--- config.mk ---
export PLATFORM = sky130hd
export DESIGN_NAME = vga_timing_gen_flat
export DESIGN_NICKNAME = d
export VERILOG_FILES = /design/src/rtl/vga_timing_if.sv /design/src/rtl/vga_timing_gen.sv /design/src/flat_wrapper.sv
export SDC_FILE = /design/constraint.sdc
export NUM_CORES = 1
export LEC_CHECK = 0
export ABC_AREA = 0
export BUFFER_PORTS_ARGS = -buffer_cell sky130_fd_sc_hd__buf_2
export CORE_AREA = 2 2 66 80
export CTS_CLUSTER_DIAMETER = 120
export DETAILED_ROUTE_END_ITERATION = 10
export DIE_AREA = 0 0 68 82
export PLACE_DENSITY = 0.73
export SETUP_SLACK_MARGIN = 0.1
export SLEW_MARGIN = 10
export SYNTH_ARGS = -nofsm -noshare
export SYNTH_HDL_FRONTEND = slang
export SYNTH_SLANG_ARGS = --single-unit
--- constraint.sdc ---
create_clock -name clk -period 2.2 [get_ports clk]
set_input_delay 0.33 -clock clk [delete_from_list [all_inputs] [get_ports clk]]
set_output_delay 0.33 -clock clk [all_outputs]
set_load 0.01 [all_outputs]
--- src/rtl/vga_timing_if.sv ---
// vga_timing_if: raster coordinates, DAC strobes and frame timing produced by vga_timing_gen
interface vga_timing_if #(
  parameter int unsigned VGA_WIDTH = 12,
  parameter int unsigned FCNT_WIDTH = 16
);
  logic [VGA_WIDTH-1:0] hdata;
  logic [VGA_WIDTH-1:0] vdata;
  logic hsync;
  logic vsync;
  logic data_enable;
  logic line_start;
  logic frame_start;
  logic [FCNT_WIDTH-1:0] frame_count;
  modport master (output hdata, vdata, hsync, vsync, data_enable, line_start, frame_start, frame_count);
  modport slave (input hdata, vdata, hsync, vsync, data_enable, line_start, frame_start, frame_count);
endinterface

--- src/rtl/vga_timing_gen.sv ---
// vga_timing_gen: raster counters, pipeline-aligned sync/DE strobes, line/frame pulses and frame counter
module vga_timing_gen #(
  parameter int unsigned VGA_WIDTH = 12,
  parameter int unsigned HSIZE = 800,
  parameter int unsigned HFP = 856,
  parameter int unsigned HSP = 976,
  parameter int unsigned HMAX = 1040,
  parameter int unsigned VSIZE = 600,
  parameter int unsigned VFP = 637,
  parameter int unsigned VSP = 643,
  parameter int unsigned VMAX = 666,
  parameter bit HSPP = 1'b1,
  parameter bit VSPP = 1'b1,
  parameter int unsigned PIPE_DELAY = 1,
  parameter int unsigned FCNT_WIDTH = 16
) (
  input logic clk,
  input logic reset,
  vga_timing_if.master vga
);
  localparam logic [VGA_WIDTH-1:0] H_LAST = VGA_WIDTH'(HMAX - 1);
  localparam logic [VGA_WIDTH-1:0] V_LAST = VGA_WIDTH'(VMAX - 1);
  localparam logic [2:0] IDLE = {~HSPP, ~VSPP, 1'b0};
  if (!(HSIZE < HFP && HFP < HSP && HSP <= HMAX && VSIZE < VFP && VFP < VSP && VSP <= VMAX &&
        64'(HMAX) <= (64'd1 << VGA_WIDTH) && 64'(VMAX) <= (64'd1 << VGA_WIDTH) && PIPE_DELAY <= 4)) begin : g_bad_params
    $error("vga_timing_gen: inconsistent timing parameters");
  end
  logic [VGA_WIDTH-1:0] h, v;
  logic [FCNT_WIDTH-1:0] fc;
  logic h_end, v_end, ls;
  logic [2:0] raw, src, dly;
  assign h_end = h == H_LAST;
  assign v_end = v == V_LAST;
  always_ff @(posedge clk) begin
    if (reset) begin
      h <= '0;
      v <= '0;
      fc <= '0;
    end else begin
      h <= h_end ? '0 : h + 1'b1;
      if (h_end) v <= v_end ? '0 : v + 1'b1;
      if (h_end && v_end) fc <= fc + 1'b1;
    end
  end
  always_comb begin
    raw[2] = (32'(h) >= HFP && 32'(h) < HSP) ? HSPP : ~HSPP;
    raw[1] = (32'(v) >= VFP && 32'(v) < VSP) ? VSPP : ~VSPP;
    raw[0] = 32'(h) < HSIZE && 32'(v) < VSIZE;
    src = reset ? IDLE : raw;
  end
  if (PIPE_DELAY == 0) begin : g_nodly
    assign dly = src;
  end else begin : g_pipe
    logic [2:0] sr [PIPE_DELAY];
    always_ff @(posedge clk) begin
      sr[0] <= src;
      for (int i = 1; i < PIPE_DELAY; i++) sr[i] <= reset ? IDLE : sr[i-1];
    end
    assign dly = sr[PIPE_DELAY-1];
  end
  assign ls = !reset && h == '0;
  assign vga.hdata = h;
  assign vga.vdata = v;
  assign vga.frame_count = fc;
  assign vga.line_start = ls;
  assign vga.frame_start = ls && v == '0;
  assign {vga.hsync, vga.vsync, vga.data_enable} = dly;
endmodule

--- src/flat_wrapper.sv ---
// flat-port wrapper written by rule: the top's interface ports become plain ports
module vga_timing_gen_flat 
#(
  parameter int unsigned VGA_WIDTH = 12,
  parameter int unsigned HSIZE = 800,
  parameter int unsigned HFP = 856,
  parameter int unsigned HSP = 976,
  parameter int unsigned HMAX = 1040,
  parameter int unsigned VSIZE = 600,
  parameter int unsigned VFP = 637,
  parameter int unsigned VSP = 643,
  parameter int unsigned VMAX = 666,
  parameter bit HSPP = 1'b1,
  parameter bit VSPP = 1'b1,
  parameter int unsigned PIPE_DELAY = 1,
  parameter int unsigned FCNT_WIDTH = 16
)
  (clk, reset, vga_hdata, vga_vdata, vga_hsync, vga_vsync, vga_data_enable, vga_line_start, vga_frame_start, vga_frame_count);
  vga_timing_if #(.VGA_WIDTH(VGA_WIDTH), .FCNT_WIDTH(FCNT_WIDTH)) vga_i ();
  input logic clk;
  input logic reset;
  output wire logic [$bits(vga_i.hdata)-1:0] vga_hdata;
  output wire logic [$bits(vga_i.vdata)-1:0] vga_vdata;
  output wire logic [$bits(vga_i.hsync)-1:0] vga_hsync;
  output wire logic [$bits(vga_i.vsync)-1:0] vga_vsync;
  output wire logic [$bits(vga_i.data_enable)-1:0] vga_data_enable;
  output wire logic [$bits(vga_i.line_start)-1:0] vga_line_start;
  output wire logic [$bits(vga_i.frame_start)-1:0] vga_frame_start;
  output wire logic [$bits(vga_i.frame_count)-1:0] vga_frame_count;
  assign vga_hdata = vga_i.hdata;
  assign vga_vdata = vga_i.vdata;
  assign vga_hsync = vga_i.hsync;
  assign vga_vsync = vga_i.vsync;
  assign vga_data_enable = vga_i.data_enable;
  assign vga_line_start = vga_i.line_start;
  assign vga_frame_start = vga_i.frame_start;
  assign vga_frame_count = vga_i.frame_count;
  vga_timing_gen #(.VGA_WIDTH(VGA_WIDTH), .HSIZE(HSIZE), .HFP(HFP), .HSP(HSP), .HMAX(HMAX), .VSIZE(VSIZE), .VFP(VFP), .VSP(VSP), .VMAX(VMAX), .HSPP(HSPP), .VSPP(VSPP), .PIPE_DELAY(PIPE_DELAY), .FCNT_WIDTH(FCNT_WIDTH)) u_core (.clk(clk), .reset(reset), .vga(vga_i));
endmodule
==> results of run 1 <==
[layout make-up]
type / instances / area, um^2
Fill cell: 439 / 1942
Multi-Input combinational cell: 202 / 1389
Sequential cell: 43 / 864.6
Timing Repair Buffer: 69 / 406.6
Tap cell: 60 / 75.07
Clock buffer: 5 / 68.82
Inverter: 12 / 45.04
Clock inverter: 3 / 43.79
[worst min-delay path, cell delays in order]
cell and delay, ps:
buf_2 110, nor3_2 60, o21ai_0 70, nor3_1 50
[metrics by stage]
stage / power, mW / instance area, um^2 / utilization / setup WS, ps
final: 1.487 / 2893 / 0.5983 / 33.76
after global routing: 1.539 / 2893 / 0.5983 / -13.82
after CTS: 1.495 / 2819 / 0.5831 / 22.78
after detailed placement: 0.8661 / 2673 / 0.5528 / -40.22
after global placement: 0.8657 / 2673 / 0.5528 / -18.14
after floorplan: 0.8382 / 2280 / - / -24.53
[cells in the final DEF, fill, tap and decap left out, drive strengths merged, types with 12 or more instances in the layout]
cell and n:
buf 69, dfxtp 43, a21oi 20, o31ai 19, or4 17, nand4 15
nor2 14, nand3 14, nand2 14, inv 12
[cell families (layout without fill, tap and decap cells)]
| group | after synthesis | in the layout | synth area share |
|---|---|---|---|
| simple gates | 114 | 117 | 0.2987 |
| buf+inv | 27 | 89 | 0.04812 |
| flops | 43 | 43 | 0.3805 |
| fa+ha+maj | 7 | 7 | 0.03872 |
| xor+xnor | 9 | 9 | 0.03484 |
| compound gates | 69 | 69 | 0.1991 |
[per-layer routing]
metal  up-vias  global-route usage
met3         2             0.04658
met5         -                   0
met4         0             0.05400
li1       1167                   -
met1      1132              0.2826
met2        81              0.3893
[power by group through the flow]
stage | sequential [mW] | clock [mW] | combinational (mW)
floorplan | 0.810 | 0 | 0.0281
global placement | 0.806 | 0 | 0.0598
detailed placement | 0.806 | 0 | 0.0598
CTS | 0.788 | 0.644 | 0.0628
global route | 0.789 | 0.679 | 0.0703
finish | 0.788 | 0.635 | 0.0637
[flip-flops by register name, indices dropped and copies added, names as in the netlist]
signal / cells
u_core.vga.frame_count: 16
u_core.vga.hdata: 12
u_core.g_pipe.sr: 3
u_core.vga.vdata: 12
[cells in the mapped netlist]
library cell / count
ha_1: 7
or2_2: 1
nor4b_1: 1
a21o_1: 1
a211oi_1: 1
a211o_1: 1
nand2_1: 14
a31oi_1: 4
o21ai_0: 9
clkbuf_1: 12
nand3_1: 14
nand3b_1: 1
nor3_1: 7
o21a_1: 1
xor2_1: 4
or4_4: 2
a311oi_1: 1
and3_1: 7
buf_1: 2
o31a_1: 1
and4_1: 7
nand4_1: 15
nor3b_1: 1
nand2b_1: 2
or3b_2: 1
nor4_1: 5
nor4b_2: 1
nor2b_1: 1
nor2_1: 14
or4_1: 12
and2_1: 4
a41o_1: 1
inv_1: 12
a21oi_1: 20
or3_1: 4
xnor2_1: 5
o2111ai_1: 1
a41oi_1: 2
o31ai_1: 19
a22oi_1: 2
o211ai_1: 5
dfxtp_1: 43
buf_6: 1
[worst paths after layout]
kind	start	to	slack [ps]
min reg2reg	u_core.vga.frame_count[15]$_SDFFE_PP0P_	u_core.vga.frame_count[15]$_SDFFE_PP0P_	480
max	u_core.vga.hdata[6]$_SDFF_PP0_	u_core.vga.frame_count[7]$_SDFFE_PP0P_	30
max reg2reg	u_core.vga.hdata[6]$_SDFF_PP0_	u_core.vga.frame_count[7]$_SDFFE_PP0P_	30
min	reset	u_core.g_pipe.sr[0][2]$_SDFF_PP0_	350
[what timing repair did]
action	4_1_cts	5_1_grt
buffers inserted	1	0
pin swaps	2	8
resized for setup	4	15
hold buffers	0	0
endpoints found under the hold margin	0	0
endpoints found under the setup margin	12	23
cloned	1	2
==> summary.txt, run 1 <==
Syn Inst Count -> 269
Worst reg-to-reg path cell count -> 4
Height of the die -> 82 um
Switching fraction of total power -> 0.2288
Status -> finished, final reports clean
Flop pwr share -> 0.530
Fin cells -> 394
CP most frequent cell -> or4_4
Ys Warns -> 0
Routed length on met2 -> 3119 um
Wire per inst -> 15.66 um
Detail Placement HPWL -> 4108 um
Cell Area, Synth -> 2262 um^2
Fin crit share -> 0.9847
Number of diodes -> 0
Layout area overhead -> 27.88%
Setup_tns -> 0 ps
Worst path slowest cell -> or4_4
Critical path buffer and inverter count -> 0
Clk pwr share -> 0.427
Dominant cells by area after synthesis -> dfxtp_1, o31ai_1, a21oi_1, nand4_1, or4_1
Slew headroom -> 0.5920
Avg Cell Area, Syn -> 8.410 um^2
RSZ-0062 raised after global routing -> true
Vias -> 2382
Antenna violations before repair -> 0
Wl on met1 -> 2646 um
Internal power -> 1.147 mW
WL final -> 6171 um
Port-buffer cells -> 46
Crit Path Class -> register to register
Min Tclk post-route -> 2166 ps
Sink Count -> 43
CORE AREA -> 4835 um^2
Peak supply drop -> 0.0004001 V
Row count -> 28
Final nets -> 342
Combinational share of power -> 0.043
Max-Cap Viols -> 0
Io pins -> 47
Register area share after synthesis -> 0.3805
Pin count of the biggest net entering global routing -> 23
First-pass GRT wire length -> 9701 um
CP arrival -> 2410 ps
Worst path cell trace -> or4_4, or4_4, or4_4, a21oi_1
Delay-heaviest family, CP -> simple AND/OR/NAND/NOR gates
Cts bufs inserted -> 5
Yosys top cell by area -> dfxtp_1
First DRT Iteration DRCs -> 178
DR WL met3 -> 375 um
Hold path depth -> 4
Clk root buf -> clkbuf_8
Leakage -> 1.169 nW
Die extent in x -> 68 um
Slew @ Worst Pin -> 604.0 ps
Number of global-route vias before repair -> 2149
Vias per cell -> 6.046
Top cell type's share of synthesized area -> 0.3805
Netlist cell types -> 43
Final Slew Violations -> 0
Grt ovf -> 0
Max Used Layer -> met4
Initial Util -> 0.4679
WHS -> 353.3 ps
Share of layout cells above drive strength 1 -> 0.3054
Register bit total from synthesis -> 43
Final Hold Viols -> 0
Hold crit path type -> input pin to register
TritonCTS clock tree -> built
Die ar. -> 5576 um^2
Gr usage total -> 0.2250
Largest stage delay, worst path -> 580 ps
CP Depth -> 4
Net Switching -> 0.3401 mW
Setup crit start kind -> register
Placed cell count -> 382
H-Tree Level Count -> 2
Fmax -> 461.6 MHz
Finish-stage setup viols -> 0
Post-route ant nets -> 0
Clock Skew -> 10.34 ps
CP Capture Type -> register
DRC Markers -> 0
Critical Path RT -> 2440 ps
Pwr per Cell Area -> 513.9 nW/um^2
Clock-pin transition on the worst setup and hold timing paths -> 90 ps
Placer congestion estimate -> 0.8552
Drt pass-1 iters -> 4
Worst-skew pair later-pin latency -> 310 ps
Syn_nets -> 278
Clock tree buffer depth -> 2
CP max FO -> 6
No activity file was read; power rests on OpenSTA's default activity.
==> run 2, diff against run 1 <==
--- a/config.mk
+++ b/config.mk
@@ -7,11 +7,13 @@
 export LEC_CHECK = 0
 export ABC_AREA = 0
 export BUFFER_PORTS_ARGS = -buffer_cell sky130_fd_sc_hd__buf_2
-export CORE_AREA = 2 2 66 80
+export CELL_PAD_IN_SITES_DETAIL_PLACEMENT = 1
+export CELL_PAD_IN_SITES_GLOBAL_PLACEMENT = 2
+export CORE_AREA = 2 2 84 102
 export CTS_CLUSTER_DIAMETER = 120
 export DETAILED_ROUTE_END_ITERATION = 10
-export DIE_AREA = 0 0 68 82
-export PLACE_DENSITY = 0.73
+export DIE_AREA = 0 0 86 104
+export PLACE_DENSITY_LB_ADDON = 0.1
 export SETUP_SLACK_MARGIN = 0.1
 export SLEW_MARGIN = 10
 export SYNTH_ARGS = -nofsm -noshare
==> run 2 against run 1 <==
Effect of this change: clock power fell by 20%; worst hold slack got worse by 80 ps; final area increased by 6.9%; critical path type is now register to output pin; highest routed layer unchanged; critical endpoint is now vga_frame_start; largest power group unchanged.
==> summary.txt, run 2 (synthesis gave the netlist of run 1 again) <==
H-Tree Level Count -> 2 (unchanged)
Net Switching -> 0.3381 mW (-0.59%)
CORE AREA -> 7973 um^2 (+65%)
Final Hold Viols -> 0 (unchanged)
Commonest cells after routing, fill and taps aside -> buf_2, dfxtp_1, buf_4
RSZ-0062 raised after global routing -> true
Finish-stage setup viols -> 0 (unchanged)
Height of the die -> 104 um (+27%)
Number of global-route vias before repair -> 2309 (+7.4%)
Max Used Layer -> met4
Internal power -> 1.041 mW (-9.2%)
Delay-heaviest family, CP -> simple AND/OR/NAND/NOR gates
Setup crit start kind -> register
Max-Cap Viols -> 0 (unchanged)
WL final -> 7555 um (+22%)
Vias per cell -> 5.472 (-9.5%)
DRC Markers -> 0 (unchanged)
Placer congestion estimate -> 0.7454 (-13%)
Row count -> 36 (+29%)
Critical Path RT -> 1870 ps (-570 ps)
Commonest non-fill, non-tap cell in the layout -> buf_2
First DRT Iteration DRCs -> 66 (-63%)
Drt pass-1 iters -> 4 (unchanged)
Gr usage total -> 0.1677 (-0.05732)
Antenna violations before repair -> 0 (unchanged)
Detail Placement HPWL -> 5229 um (+27%)
Post-route ant nets -> 0 (unchanged)
Fmax -> 466.5 MHz (+1.0%)
Clock Skew -> 6.503 ps (-3.837 ps)
Hold crit path type -> input pin to register
Die ar. -> 8944 um^2 (+60%)
Die extent in x -> 86 um (+26%)
Critical path buffer and inverter count -> 2 (+2)
CP arrival -> 1810 ps (-600 ps)
Fin crit share -> 0.9745 (-0.01020)
Combinational share of power -> 0.059 (+0.016)
Final Util -> 0.3879 (-0.2104)
Io pins -> 47 (unchanged)
Pin count of the biggest net entering global routing -> 21 (-8.7%)
Number of diodes -> 0 (unchanged)
Vias -> 2424 (+1.8%)
Cts bufs inserted -> 5 (unchanged)
Crit Path Class -> register to output pin
Routed length on met2 -> 3686 um (+18%)
Port-buffer cells -> 46 (unchanged)
Clk root buf -> clkbuf_8
CP Capture Type -> output pin
Clock tree buffer depth -> 2 (unchanged)
Min Tclk post-route -> 2144 ps (-22.43 ps)
DR WL met3 -> 215 um (-43%)
Initial Util -> 0.2837 (-0.1842)
First-pass GRT wire length -> 11990 um (+24%)
Largest register FFs -> 16 (unchanged)
Worst path cell trace -> or4_4, buf_6, nor3_4, and4_1, buf_2
TritonCTS clock tree -> built
Layout area overhead -> 36.73%
Flop pwr share -> 0.570 (+0.040)
Slew @ Worst Pin -> 558.7 ps (-45.31 ps)
Status -> finished, final reports clean
Worst path slowest cell -> or4_4
Final Slew Violations -> 0 (unchanged)
Leakage -> 1.238 nW (+5.9%)
Clk pwr share -> 0.370 (-0.057)
Sink Count -> 43 (unchanged)
Final nets -> 356 (+4.1%)
Peak supply drop -> 0.0002050 V (-49%)
Clock-pin transition on the worst setup and hold timing paths -> 90 ps (about the same)
Wire per inst -> 17.05 um (+8.9%)
CP max FO -> 4 (-2)
Pwr per Cell Area -> 446.0 nW/um^2 (-13%)
Switching fraction of total power -> 0.2451 (+0.01633)
Grt ovf -> 0 (unchanged)
CTS Hold Buffers Added -> 0 (unchanged)
Worst-skew pair later-pin latency -> 300 ps (about the same)
Total power -> 1.379 mW (-7.2%)
Share of layout cells above drive strength 1 -> 0.3793 (+0.07392)
Slew headroom -> 0.6226 (+0.03061)
Wl on met1 -> 3509 um (+33%)
Largest stage delay, worst path -> 560 ps (-20 ps)
==> run 2: cell types whose count changed in the layout (fill, tap and decap cells not counted), sizes merged <==
cell,change
bufinv,-1
clkinvlp,+1
clkbuf,+1
or4,-1
clkinv,-1
buf,+15
==> run 2: through the flow <==
step	setup slack, ps	cells	hold WS, ps	TNS [ps]	instance area, um^2
floorplan	-24.53	269	488.0	-122.5	2280
global placement	-23.37	430	468.7	-23.37	2826
detailed placement	-39.80	430	480.0	-104.4	2826
CTS	26.20	442	262.2	0	2977
global route	-13.84	443	270.0	-13.84	3093
finish	56.19	443	273.6	0	3093
==> run 2: worst paths after layout <==
check	start	to	slack, ps	depth (start not counted)
worst max-delay path	u_core.vga.hdata[6]$_SDFF_PP0_	vga_frame_start	60	5
worst min-delay path	reset	u_core.vga.hdata[2]$_SDFF_PP0_	270	2
worst max register to register	u_core.vga.hdata[6]$_SDFF_PP0_	u_core.vga.frame_count[4]$_SDFFE_PP0P_	80	4
worst min register to register	u_core.vga.frame_count[15]$_SDFFE_PP0P_	u_core.vga.frame_count[15]$_SDFFE_PP0P_	490	2
==> run 2: power by group through the flow <==
stage	Clock, mW	Sequential, mW	Combinational [mW]
finish	0.511	0.787	0.0817
global route	0.570	0.788	0.0905
CTS	0.537	0.787	0.0797
detailed placement	0	0.806	0.0685
global placement	0	0.806	0.0678
floorplan	0	0.810	0.0281
==> run 2: cell type report <==
type                    instances  area (um^2)
fillers                       983         4880
multi-input cells             201         1435
flip-flops and latches         43        870.8
repair buffers                 84        538.0
well taps                      95        118.9
clock buffers                   6        72.57
inverters                      12        45.04
clock inverters                 2        12.51
==> run 2: worst register-to-register path, stage by stage (launching register included) <==
cell and delay [ps]:
dfxtp_2 330, or4_4 560, or4_4 490, or4_4 560, a21oi_2 120
==> run 2: what timing repair did <==
item | CTS | global route
gates resized for setup | 10 | 27
endpoints found under the setup margin | 16 | 25
gates cloned | 2 | 0
setup buffers | 2 | 1
pin swaps | 4 | 9
==> run 2: metal layers <==
layer / track usage / vias to the layer above
li1: - / 1185
met1: 0.2256 / 1187
met2: 0.2713 / 42
met3: 0.02619 / 10
met4: 0.05442 / 0
met5: 0 / -
==> run 3, diff against run 2 <==
--- a/config.mk
+++ b/config.mk
@@ -7,12 +7,12 @@
 export LEC_CHECK = 0
 export ABC_AREA = 0
 export BUFFER_PORTS_ARGS = -buffer_cell sky130_fd_sc_hd__buf_2
-export CELL_PAD_IN_SITES_DETAIL_PLACEMENT = 1
-export CELL_PAD_IN_SITES_GLOBAL_PLACEMENT = 2
-export CORE_AREA = 2 2 84 102
+export CELL_PAD_IN_SITES_DETAIL_PLACEMENT = 0
+export CELL_PAD_IN_SITES_GLOBAL_PLACEMENT = 1
+export CORE_AREA = 2 2 76 92
 export CTS_CLUSTER_DIAMETER = 120
 export DETAILED_ROUTE_END_ITERATION = 10
-export DIE_AREA = 0 0 86 104
+export DIE_AREA = 0 0 78 94
 export PLACE_DENSITY_LB_ADDON = 0.1
 export SETUP_SLACK_MARGIN = 0.1
 export SLEW_MARGIN = 10
==> run 3 against run 2 <==
Effect of this change: sequential share of layout area grew 0.083 points; critical path type is now register to register; worst hold slack better by 38 ps; critical path depth is the same; register-to-register slack lost 80 ps; core utilization is 9.0 points higher; critical endpoint is now u_core.vga.frame_count[6]$_SDFFE_PP0P_; the run now ends with setup timing left; largest power group unchanged.
==> summary.txt, run 3 (synthesis gave the netlist of run 1 again) <==
Initial Util -> 0.3531 (+0.06938)
Final WS setup -> -2.226 ps (-58.42 ps)
Final Hold Viols -> 0 (unchanged)
First DRT Iteration DRCs -> 63 (-4.5%)
Finish-stage setup viols -> 1 (+1)
Final nets -> 353 (-0.84%)
Reg2reg start -> u_core.vga.hdata[9]$_SDFF_PP0_
Leakage -> 1.236 nW (-0.12%)
Pwr per Cell Area -> 489.1 nW/um^2 (+9.7%)
Slew headroom -> 0.6221 (about the same)
Commonest cells after routing, fill and taps aside -> buf_2, dfxtp_1, buf_4
Max-Cap Viols -> 0 (unchanged)
Vias per cell -> 5.586 (+2.1%)
Post-route ant nets -> 0 (unchanged)
R2R Setup Slk -> -2 ps (-80 ps)
Clock-pin transition on the worst setup and hold timing paths -> 90 ps (about the same)
Critical Path Start -> u_core.vga.hdata[9]$_SDFF_PP0_
Pre-CTS WS -> -29.74 ps (+10.06 ps)
Routed length on met2 -> 3383 um (-8.2%)
Crit Path Class -> register to register
Min Tclk post-route -> 2202 ps (+58.42 ps)
TritonCTS clock tree -> built
Hold crit path type -> input pin to register
Cts bufs inserted -> 5 (unchanged)
Number of diodes -> 0 (unchanged)
Clk root buf -> clkbuf_8
Worst hold path endpoint -> u_core.vga.hdata[2]$_SDFF_PP0_
Worst-skew pair later-pin latency -> 300 ps (about the same)
Clock tree buffer depth -> 2 (unchanged)
Sink Count -> 43 (unchanged)
Hold path startpoint -> reset
Row count -> 32 (-11%)
Largest register FFs -> 16 (unchanged)
Worst flop-to-flop path endpoint -> u_core.vga.frame_count[6]$_SDFFE_PP0P_
Wire per inst -> 15.67 um (-8.1%)
Slew @ Worst Pin -> 559.5 ps (+0.8326 ps)
Pin count of the biggest net entering global routing -> 17 (-19%)
Drt pass-1 iters -> 4 (unchanged)
Share of layout cells above drive strength 1 -> 0.3304 (-0.04888)
Gr usage total -> 0.1898 (+0.02215)
Worst reg-to-reg path cell count -> 5 (+1)
CP max FO -> 6 (+2)
Hold path depth -> 2 (unchanged)
RSZ-0062 raised after global routing -> true
Detail Placement HPWL -> 4611 um (-12%)
Max Used Layer -> met4
Clock Skew -> 6.201 ps (-0.3019 ps)
Commonest non-fill, non-tap cell in the layout -> buf_2
Port-buffer cells -> 46 (unchanged)
Die ar. -> 7332 um^2 (-18%)
Peak supply drop -> 0.0001971 V (-3.9%)
Layout area overhead -> 35.34%
Fin crit share -> 1.001 (+0.02655)
Io pins -> 47 (unchanged)
Die extent in x -> 78 um (-9.3%)
First-pass GRT wire length -> 11070 um (-7.7%)
Failing checks -> setup timing
Total power -> 1.497 mW (+8.6%)
Placer congestion estimate -> 0.7994 (+7.2%)
CP Capture Type -> register
Vias -> 2402 (-0.91%)
Antenna violations before repair -> 0 (unchanged)
Height of the die -> 94 um (-9.6%)
Setup crit start kind -> register
WL final -> 6737 um (-11%)
CORE AREA -> 6406 um^2 (-20%)
Status -> finished with violations
DRC Markers -> 0 (unchanged)
Final Slew Violations -> 0 (unchanged)
Wl on met1 -> 3060 um (-13%)
Number of global-route vias before repair -> 2213 (-4.2%)
Fmax -> 454.1 MHz (-2.7%)
Critical Path RT -> 2450 ps (+580 ps)
DR WL met3 -> 219 um (+1.9%)
H-Tree Level Count -> 2 (unchanged)
Grt ovf -> 0 (unchanged)
CP arrival -> 2450 ps (+640 ps)
## run 3: cell count changes in the layout (fill, tap and decap cells not counted), sizes merged
cell	change
buf	-3
bufinv	+1
clkbuf	-1
clkinv	+1
clkinvlp	-1
## run 3: final cells by class
class                           instances  area (um^2)
Tap cell                               85        106.4
Clock buffer                            5        68.82
Sequential cell                        43        864.6
Fill cell                             678         3344
Clock inverter                          3        43.79
Inverter                               12        45.04
Multi-Input combinational cell        201         1413
Timing Repair Buffer                   81        520.5
## run 3: critical path, cell delays in order, from the launching register on
cell and delay (ps):
dfxtp_2 330, or4_4 540, buf_6 140, or4_4 530, or4_4 500, a21oi_2 110
## run 3: metal layers
layer | vias up | track usage
li1 | 1194 | -
met1 | 1151 | 0.2421
met2 | 49 | 0.3261
met3 | 8 | 0.02692
met4 | 0 | 0.06725
met5 | - | 0
## run 3: what timing repair did
| item | 4_1_cts | 5_1_grt |
|---|---|---|
| hold buffers | 0 | 0 |
| pin swaps | 8 | 8 |
| buffers inserted | 4 | 2 |
| resized for setup | 12 | 13 |
| endpoints found under the setup margin | 14 | 20 |
| gates cloned | 2 | 0 |
## run 3: how the worst max path moves through the flow
stage	to	slack (ps)	depth (start not counted)
final	u_core.vga.frame_count[6]$_SDFFE_PP0P_	-2	5
after floorplan	u_core.vga.frame_count[11]$_SDFFE_PP0P_	-20	6
after detailed placement	u_core.vga.frame_count[12]$_SDFFE_PP0P_	-30	4
after global routing	vga_frame_start	-60	5
after global placement	u_core.vga.frame_count[12]$_SDFFE_PP0P_	-20	4
after CTS	vga_frame_start	-6	5
## run 3: stage by stage
step | instances | instance area [um^2] | hold slack [ps] | setup TNS, ps | utilization
after floorplan | 269 | 2280 | 488.0 | -122.5 | -
after global placement | 414 | 2769 | 466.4 | -15.25 | 0.4322
after detailed placement | 414 | 2769 | 482.2 | -73.91 | 0.4322
after CTS | 428 | 2980 | 314.1 | -22.70 | 0.4652
after global routing | 430 | 3062 | 341.9 | -184.8 | 0.4779
final | 430 | 3062 | 311.6 | -2.226 | 0.4779
## run 3: power breakdown
group          total [mW]  internal, mW  switching (mW)
clock               0.641         0.339           0.302
combinational      0.0689        0.0283          0.0405
sequential          0.788         0.783         0.00464
total                1.50          1.15           0.347
